**src/rtl/life_row_engine.sv**
```systemverilog
// life_row_engine: streaming Game of Life engine, one row in and one next-generation row out per handshake.
// Define LIFE_HWRAP_EN for horizontal toroidal wrap; by default all four grid edges read as dead.
module life_row_engine #(
  parameter int WIDTH = 16,
  parameter int ROWS = 16,
  parameter logic [8:0] BIRTH_MASK = 9'b000001000,
  parameter logic [8:0] SURVIVE_MASK = 9'b000001100
) (
  input  logic             clk,
  input  logic             reset_n,
  input  logic             in_valid,
  output logic             in_ready,
  input  logic [WIDTH-1:0] in_row,
  output logic             out_valid,
  input  logic             out_ready,
  output logic [WIDTH-1:0] out_row,
  output logic             out_last,
  output logic [15:0]      gen_count
);
  localparam int CW = $clog2(ROWS);
  localparam logic [15:0] BM = {7'b0, BIRTH_MASK};
  localparam logic [15:0] SM = {7'b0, SURVIVE_MASK};
  typedef enum logic [1:0] {FILL, RUN, FLUSH} state_e;
  state_e state_q, state_d;
  logic [WIDTH-1:0] prev_q, prev_d, cur_q, cur_d, row_q, row_d, below, nxt;
  logic [WIDTH+1:0] a_e, m_e, b_e;
  logic [CW-1:0] cnt_q, cnt_d;
  logic valid_q, valid_d, last_q, last_d, can_load, acc;
  logic [15:0] gen_q, gen_d;
  logic [3:0] n;
  // The row below the last grid row is dead, so FLUSH feeds zeros.
  assign below = (state_q == FLUSH) ? '0 : in_row;
  // Extended rows: bit 0 is column -1, bit WIDTH+1 is column WIDTH.
`ifdef LIFE_HWRAP_EN
  assign a_e = {prev_q[0], prev_q, prev_q[WIDTH-1]};
  assign m_e = {cur_q[0], cur_q, cur_q[WIDTH-1]};
  assign b_e = {below[0], below, below[WIDTH-1]};
`else
  assign a_e = {1'b0, prev_q, 1'b0};
  assign m_e = {1'b0, cur_q, 1'b0};
  assign b_e = {1'b0, below, 1'b0};
`endif
  always_comb begin
    nxt = '0;
    n = '0;
    for (int i = 0; i < WIDTH; i++) begin
      n = 4'(a_e[i]) + 4'(a_e[i+1]) + 4'(a_e[i+2]) + 4'(m_e[i]) + 4'(m_e[i+2])
        + 4'(b_e[i]) + 4'(b_e[i+1]) + 4'(b_e[i+2]);
      nxt[i] = cur_q[i] ? SM[n] : BM[n];
    end
  end
  always_comb begin
    can_load = !valid_q | out_ready;
    in_ready = (state_q == FILL) | ((state_q == RUN) & can_load);
    acc = in_valid & in_ready;
    state_d = state_q;
    prev_d = prev_q;
    cur_d = cur_q;
    cnt_d = cnt_q;
    row_d = row_q;
    last_d = last_q;
    valid_d = valid_q & !out_ready;
    gen_d = gen_q + 16'(valid_q & out_ready & last_q);
    case (state_q)
      FILL: if (acc) begin
        cur_d = in_row;
        prev_d = '0;
        cnt_d = CW'(1);
        state_d = RUN;
      end
      RUN: if (acc) begin
        row_d = nxt;
        last_d = 1'b0;
        valid_d = 1'b1;
        prev_d = cur_q;
        cur_d = in_row;
        cnt_d = cnt_q + CW'(1);
        state_d = (cnt_q == CW'(ROWS - 1)) ? FLUSH : RUN;
      end
      FLUSH: if (can_load) begin
        row_d = nxt;
        last_d = 1'b1;
        valid_d = 1'b1;
        cnt_d = '0;
        state_d = FILL;
      end
      default: state_d = FILL;
    endcase
  end
  always_ff @(posedge clk or negedge reset_n) begin
    if (!reset_n) begin
      state_q <= FILL;
      prev_q <= '0;
      cur_q <= '0;
      cnt_q <= '0;
      row_q <= '0;
      last_q <= 1'b0;
      valid_q <= 1'b0;
      gen_q <= '0;
    end else begin
      state_q <= state_d;
      prev_q <= prev_d;
      cur_q <= cur_d;
      cnt_q <= cnt_d;
      row_q <= row_d;
      last_q <= last_d;
      valid_q <= valid_d;
      gen_q <= gen_d;
    end
  end
  assign out_valid = valid_q;
  assign out_row = row_q;
  assign out_last = last_q;
  assign gen_count = gen_q;
endmodule

```
**config.mk**
```make
export PLATFORM = sky130hd
export DESIGN_NAME = life_row_engine
export DESIGN_NICKNAME = d
export VERILOG_FILES = /design/src/rtl/life_row_engine.sv
export SDC_FILE = /design/constraint.sdc
export NUM_CORES = 1
export LEC_CHECK = 0
export BUFFER_PORTS_ARGS = -buffer_cell sky130_fd_sc_hd__buf_2
export CELL_PAD_IN_SITES_DETAIL_PLACEMENT = 1
export CELL_PAD_IN_SITES_GLOBAL_PLACEMENT = 2
export CORE_ASPECT_RATIO = 0.8
export CORE_MARGIN = 10
export CORE_UTILIZATION = 35
export CTS_CLUSTER_DIAMETER = 80
export DETAILED_ROUTE_END_ITERATION = 6
export GPL_TIMING_DRIVEN = 0
export PLACE_DENSITY_LB_ADDON = 0.2
export SLEW_MARGIN = 20
export SYNTH_ARGS = -nofsm -noshare
export SYNTH_HDL_FRONTEND = slang
export SYNTH_SLANG_ARGS = --single-unit
```
**constraint.sdc**
```tcl
create_clock -name clk -period 3.55 [get_ports clk]
set_input_delay 0.8875 -clock clk [delete_from_list [all_inputs] [get_ports clk]]
set_output_delay 0.8875 -clock clk [all_outputs]
set_load 0.005 [all_outputs]
```
==> flow_metrics.py, run 1 <==
metrics = {
    "cells_and_area": {
        "stdcell_count": 831,
        "fin_nets": 742,
        "area_delta_synth_final_pct": 17.3,
        "drive_gt1_share_pct": 16.7,
        "final_core_util_pct": 41.8,
        "antennaDiodeCount": 0,
        "finish.instance_area_um2": 6580,
    },
    "setup_path": {
        "crit_type": "register to register",
        "crit_chain": "inv_2 -> ha_2 -> buf_8 -> clkbuf_8 -> nand2b_2 -> fa_1 -> fa_1 -> inv_1 -> ha_1 -> fa_1 -> o21ai_0 -> o31ai_1",
        "reg2reg_to": "out_row[3]",
        "critPathArrivalTime_ns": 3.65,
        "start_kind": "register",
        "cp_slowest_cell": "fa_1",
        "cp_slowest_stage_delay_ns": 0.52,
        "cp-end-kind": "register",
        "rr_worst_depth": 12,
        "worst_path_most_repeated_cell": "fa_1",
        "cp_max_fo": 10,
        "reg2reg_setup_slack_ns": 0.14,
        "worstPathRequired_ns": 3.79,
        "r2r_start": "state_q[0]",
    },
    "floorplan": {
        "die_w_um": 162,
        "die-area_um2": 21500,
        "initial_core_util_pct": 35.6,
        "coreArea_um2": 15700,
        "num_io_pins": 55,
        "rows": 41,
        "die_y_um": 133,
    },
    "detailed_routing": {
        "ant_nets": 0,
        "viasPerCell": 4.80,
        "dr.pass1.iters": 4,
        "drtIter0Drc": 116,
        "wirelength_um": 14000,
        "drc": 0,
        "num_vias": 3988,
        "wire_per_inst_um": 16.8,
    },
    "sta": {
        "worst_pin_slew_ns": 0.654,
        "fin_tns_setup_ns": 0,
        "finalCritPeriodShare_pct": 96.1,
        "skew_ns": 0.00316,
        "maxSlewViolCount": 0,
        "finalHoldViolations": 0,
        "rsz0062_at_grt": "false",
        "period_needed_ns": 3.41,
        "max_slew_margin_pct": 56.4,
        "finalSetupViolCount": 0,
        "max_freq_mhz": 293,
    },
    "global_route": {
        "grt_pass1_wl_um": 24000,
        "track_usage_pct": 13.9,
        "grt_max_degree": 44,
        "globalRouteOverflowTotal": 0,
        "grt_antenna_before_repair": 0,
        "grt_pass1_vias": 4552,
    },
    "clock_network": {
        "htreeDepth": 3,
        "hold_buffers": 0,
        "cts_made_buffers": 9,
        "cts_tree": "done",
        "clkLatencyLatePin_ns": 0.34,
        "cts-root-buf": "clkbuf_16",
        "cts.sinks": 72,
        "clk_pin_slew_ns": 0.06,
        "cts_buffer_depth": 2,
    },
    "yosys": {
        "yosysTopAreaCell": "dfrtp_1",
        "synth-seq-area-share_pct": 32.1,
        "synth_nets": 673,
        "synth_edf_count": 0,
        "syn_inst": 542,
        "synth_top_cell_area_share_pct": 32.1,
        "avgSynthCellArea_um2": 10.3,
        "synth.distinct_cells": 41,
        "synth_seq_cells": 72,
        "synth_commonest_cells": "102 x inv_1, 72 x dfrtp_1, 60 x fa_1, 51 x ha_1, 39 x nand2_1",
        "synthArstFlopShare_pct": 100,
        "synthFlopType": "dfrtp_1",
        "synthTopCellsByArea": "dfrtp_1 32%, fa_1 21%, ha_1 11%, inv_1 6.8%, nand3_1 3.3%",
        "yosys.cell_count.top_type": "inv_1",
        "ys_warn_count": 0,
        "syn-cell-area_um2": 5610,
    },
    "run": {
        "cap_violations": 0,
    },
    "hold_path": {
        "hp-class": "register to register",
        "hold_end": "gen_count[15]",
        "min_path_cells": 1,
        "hold_start": "gen_count[15]",
    },
    "placed_design": {
        "globalplace.congestion": 0.788,
        "placed_area_um2": 6180,
        "place_hpwl_um": 10900,
        "io_buffer_count": 54,
        "dp_cells": 812,
    },
    "run_status": {
        "outcome": "finished clean",
    },
}
## logic make-up (layout without fill, tap and decap cells)
group | count (synthesis) | count (layout) | synth area share [%]
DFF | 72 | 72 | 32.1
muxes | 21 | 21 | 3.84
xor gates and xnor gates | 14 | 14 | 2.19
and+or+nand+nor | 120 | 120 | 10.9
adders and majority gates | 111 | 111 | 32.8
AOI/OAI and AO/OA | 86 | 86 | 9.53
buffers and inverters | 118 | 192 | 8.66
## critical path, delay by kind of cell, from the launching register on
kind / cells / cell delay [ns]
buf+inv: 4 / 0.40
flops: 1 / 0.38
fa+ha+maj: 5 / 1.91
simple gates: 1 / 0.24
compound gates: 2 / 0.37
## worst max-delay path by stage
stage,startpoint,to,cells past startpoint
4_1_cts,state_q[0],out_row[3],12
3_3_place_gp,state_q[0],out_row[3],12
2_1_floorplan,in_row[0],out_row[1],9
6_report,state_q[0],out_row[3],12
3_5_place_dp,state_q[0],out_row[3],12
5_1_grt,state_q[0],out_row[1],14
## layout make-up
type / count / area, um^2
fill: 1792 / 9170
multi-input combinational: 352 / 3360
sequential: 72 / 1800
inverter: 102 / 383
timing repair buffer: 58 / 323
tap: 215 / 269
clock buffer: 9 / 225
buffer: 16 / 124
clock inverter: 7 / 96.3
## what timing repair did
action,4_1_cts,5_1_grt
buffers inserted,0,3
endpoints found under the setup margin,14,14
pin swaps,1,3
gates cloned,0,0
resized for setup,10,8
## placed cells by master, fill, tap and decap left out, types with 2 or more instances in the layout
master / n
o21ai_1: 2
buf_2: 57
mux2i_1: 17
nand2b_4: 2
nand4_1: 4
clkbuf_16: 9
dfrtp_1: 72
a21oi_1: 17
nor3_1: 2
bufinv_16: 2
nand2b_1: 11
clkinvlp_4: 3
nand3_1: 37
xnor2_1: 9
o21bai_1: 2
o21ai_0: 31
buf_6: 4
nor2_1: 5
nand2b_2: 4
xor2_1: 5
mux2_2: 3
clkbuf_1: 4
nor2b_1: 7
and3_1: 3
o21a_1: 13
and4_1: 2
o31ai_1: 12
nand2_1: 39
fa_1: 59
inv_1: 101
buf_4: 6
ha_1: 50
## through the flow
| stage | hold WS, ns | setup WS [ns] |
|---|---|---|
| after floorplan | 0.466 | 0.142 |
| after global placement | 0.456 | -0.646 |
| after detailed placement | 0.461 | -0.747 |
| after CTS | 0.476 | 0.00529 |
| after global routing | 0.499 | 0.00216 |
| final | 0.466 | 0.138 |
## metal layers
metal / share of wire, % / track usage (%)
met1: 47 / 17.9
met2: 49 / 23.2
met3: 2.8 / 3.08
met4: 0.90 / 3.18
met5: 0 / 0
## flip-flops by register name (all words and copies together) (netlist names)
| name | flops |
|---|---|
| state_q | 2 |
| gen_count | 16 |
| out_last | 1 |
| cnt_q | 4 |
| cur_q | 16 |
| out_valid | 1 |
| prev_q | 16 |
| out_row | 16 |
Power of run 1 is left out: the tool's default activity adds up to more than one toggle a clock period on the data nets, which glitch-free logic cannot reach.
==> run 2, diff against run 1 <==
--- a/config.mk
+++ b/config.mk
@@ -5,12 +5,13 @@
 export SDC_FILE = /design/constraint.sdc
 export NUM_CORES = 1
 export LEC_CHECK = 0
+export ABC_AREA = 1
 export BUFFER_PORTS_ARGS = -buffer_cell sky130_fd_sc_hd__buf_2
 export CELL_PAD_IN_SITES_DETAIL_PLACEMENT = 1
 export CELL_PAD_IN_SITES_GLOBAL_PLACEMENT = 2
 export CORE_ASPECT_RATIO = 0.8
 export CORE_MARGIN = 10
-export CORE_UTILIZATION = 35
+export CORE_UTILIZATION = 34
 export CTS_CLUSTER_DIAMETER = 80
 export DETAILED_ROUTE_END_ITERATION = 6
 export GPL_TIMING_DRIVEN = 0
==> run 2 against run 1 <==
  * Worst hold slack is essentially flat
  * Critical endpoint is now out_row[7]
  * Area after synthesis grew 1.8%
  * Via count grew 10%
  * Critical path depth grew 1
  * Flip-flop and latch count is the same
  * Count of clock-buffer cells in the layout grew 3
  * Setup slack gained 0.046 ns
  * Sequential share of layout area shrank 0.18 points
==> flow_metrics.py, run 2 <==
metrics = {
    "run_status": {
        "outcome": "finished clean",
    },
    "setup_path": {
        "cp_slowest_cell": "fa_1",
        "cp-end-kind": "register",
        "start_kind": "register",
        "crit_type": "register to register",
        "reg2reg_setup_slack_ns": 0.18,
        "crit_chain": "ha_4 -> inv_2 -> clkbuf_8 -> nand2_1 -> fa_1 -> fa_1 -> inv_1 -> ha_1 -> fa_1 -> nand3_1 -> a21oi_2 -> nand3_1 -> nand2_1",
        "reg2reg_to": "out_row[7]",
        "critPathArrivalTime_ns": 3.65,
        "worstPathRequired_ns": 3.83,
        "r2r_start": "state_q[1]",
        "cp_max_fo": 10,
        "cp_slowest_stage_delay_ns": 0.54,
        "worst_path_most_repeated_cell": "fa_1",
        "rr_worst_depth": 13,
    },
    "clock_network": {
        "clkLatencyLatePin_ns": 0.34,
        "cts_made_buffers": 9,
        "clk_pin_slew_ns": 0.06,
        "htreeDepth": 3,
        "cts_tree": "done",
        "cts-root-buf": "clkbuf_16",
        "cts_buffer_depth": 2,
        "cts.sinks": 72,
        "hold_buffers": 0,
    },
    "pwr": {
        "power_density_nw_per_um2": 1100,
        "pwr-share-seq_pct": 18.7,
        "pwr-share-comb_pct": 69.3,
        "leakage_nw": 3.58,
        "sw_frac_of_total_pct": 48.6,
        "p_switching_mw": 3.54,
        "clkPwrFrac_pct": 12.1,
        "p_int_mw": 3.75,
        "vdd_drop_max_mv": 0.444,
    },
    "placed_design": {
        "dp_worst_setup_slack_ns": -0.855,
        "io_buffer_count": 54,
        "placed_area_um2": 6280,
        "globalplace.congestion": 0.777,
        "place_hpwl_um": 11900,
    },
    "yosys": {
        "synthTopCellsByArea": "dfrtp_1 32%, fa_1 21%, ha_1 11%, nand2_1 10%, inv_1 8.5%",
        "synth_edf_count": 0,
        "synth_nets": 789,
        "avgSynthCellArea_um2": 8.68,
        "synth.distinct_cells": 25,
        "ys_warn_count": 0,
        "yosysTopAreaCell": "dfrtp_1",
        "synth-seq-area-share_pct": 31.6,
        "synth_top_cell_area_share_pct": 31.6,
        "yosys.cell_count.top_type": "nand2_1",
        "synth_commonest_cells": "158 x nand2_1, 130 x inv_1, 72 x dfrtp_1, 60 x fa_1, 51 x ha_1",
        "synthFlopType": "dfrtp_1",
        "syn_inst": 658,
        "synthArstFlopShare_pct": 100,
        "syn-cell-area_um2": 5710,
        "synth_seq_cells": 72,
    },
    "sta": {
        "worst_slack_ns": 0.183,
        "rsz0062_at_grt": "false",
        "skew_ns": 0.00882,
        "max_slew_margin_pct": 48.5,
        "finalSetupViolCount": 0,
        "period_needed_ns": 3.37,
        "worst_pin_slew_ns": 0.772,
        "max_freq_mhz": 297,
        "maxSlewViolCount": 0,
        "finalCritPeriodShare_pct": 94.8,
        "finalHoldViolations": 0,
        "hold_slack_ns": 0.467,
    },
    "detailed_routing": {
        "drc": 0,
        "wire_per_inst_um": 15.5,
        "num_vias": 4387,
        "viasPerCell": 4.61,
        "ant_nets": 0,
        "dr.pass1.iters": 4,
        "drtIter0Drc": 166,
        "wirelength_um": 14800,
    },
    "cells_and_area": {
        "drive_gt1_share_pct": 12.3,
        "finish.instance_area_um2": 6620,
        "final_core_util_pct": 40.1,
        "fin_nets": 857,
        "mostFrequentLayoutCells": "155 x nand2_1, 128 x inv_1, 72 x dfrtp_1",
        "num-fill-cells": 1989,
        "area_delta_synth_final_pct": 16.0,
        "mostFrequentLayoutCell": "nand2_1",
        "antennaDiodeCount": 0,
    },
    "floorplan": {
        "die_w_um": 165,
        "coreArea_um2": 16500,
        "die_y_um": 136,
        "die-area_um2": 22400,
        "initial_core_util_pct": 34.6,
        "rows": 42,
        "num_io_pins": 55,
    },
    "global_route": {
        "globalRouteOverflowTotal": 0,
        "grt_pass1_wl_um": 25600,
        "busiest_layer": "met2",
        "use_met2_pct": 24.2,
        "grtUsageMet1_pct": 18.1,
        "track_usage_pct": 14.3,
        "grt_max_degree": 44,
        "use_met3_pct": 2.99,
        "grt_pass1_vias": 5017,
        "grt_antenna_before_repair": 0,
    },
    "hold_path": {
        "min_path_cells": 2,
        "hold_end": "out_row[11]",
        "hold_start": "out_row[11]",
        "hp-class": "register to register",
    },
    "run": {
        "cap_violations": 0,
    },
}
## run 2: cell types whose count changed in the layout (fill, tap and decap cells not counted), sizes merged, moves of 7 or more
cell	delta
buf	-8
inv	+29
mux2i	-17
nand2	+122
nand2b	-17
nand3b	+13
nor2	+44
nor2b	-7
o21a	-12
o21ai	-7
o31ai	-13
## run 2: cell families (layout without fill, tap and decap cells)
family	count (synthesis)	in the layout	share of synthesized area (%)
buffers and inverters	142	215	9.58
flip-flops	72	72	31.6
AO/OA/AOI/OAI	50	50	4.47
XOR/XNOR	11	11	1.69
adder cells (fa/ha/maj)	111	111	32.2
AND/OR/NAND/NOR	272	272	20.5
## run 2: metal layers
metal / share of wire (%) / up-vias
met5: 0 / -
met4: 0.98 / 0
met3: 4.1 / 11
met2: 48 / 45
met1: 47 / 2178
li1: - / 2153
## run 2: critical path: cells and delay by family, from the launching register on
| kind | cells | cell delay [ns] |
|---|---|---|
| and+or+nand+nor | 4 | 0.42 |
| buffers and inverters | 3 | 0.31 |
| DFF | 1 | 0.43 |
| AOI/OAI and AO/OA | 1 | 0.18 |
| adders and majority gates | 5 | 1.98 |
## run 2: timing repair
action                     CTS  global route
resized for setup            6             6
cloned                       0             0
pin swaps                    0             0
buffers inserted             1             1
setup endpoints to repair   14            13
## run 2: worst max-delay path by stage
stage / slack (ns) / cells past startpoint / from / end
after CTS: 0.02 / 14 / state_q[0] / out_row[7]
after global routing: 0.01 / 14 / state_q[1] / out_row[9]
after floorplan: 0.16 / 16 / state_q[0] / out_row[11]
after detailed placement: -0.85 / 14 / state_q[0] / out_row[7]
final: 0.18 / 13 / state_q[1] / out_row[7]
after global placement: -0.70 / 14 / state_q[0] / out_row[7]
## run 2: stage by stage
step / setup TNS, ns / total power [mW] / instances
after floorplan: 0 / 5.11 / 658
after global placement: -6.84 / 6.09 / 932
after detailed placement: -8.52 / 6.50 / 933
after CTS: 0 / 7.46 / 950
after global routing: 0 / 8.48 / 951
final: 0 / 7.29 / 951
## run 2: power by group through the flow
stage,combinational [mW],clock [mW],sequential [mW]
4_1_cts,5.18,0.912,1.37
3_3_place_gp,4.72,0,1.37
6_report,5.05,0.881,1.36
2_1_floorplan,3.80,0,1.31
5_1_grt,6.12,0.945,1.41
3_5_place_dp,5.12,0,1.38
## run 2: area by class of cell
type	instances	area, um^2	area share [%]
Buffer	11	65.1	0.983
Clock buffer	12	256	3.87
Clock inverter	4	28.8	0.435
Inverter	131	492	7.43
Multi-Input combinational cell	444	3390	51.2
Sequential cell	72	1800	27.2
Tap cell	220	275	4.16
Timing Repair Buffer	57	315	4.76
(Power assumes the default switching activity.)
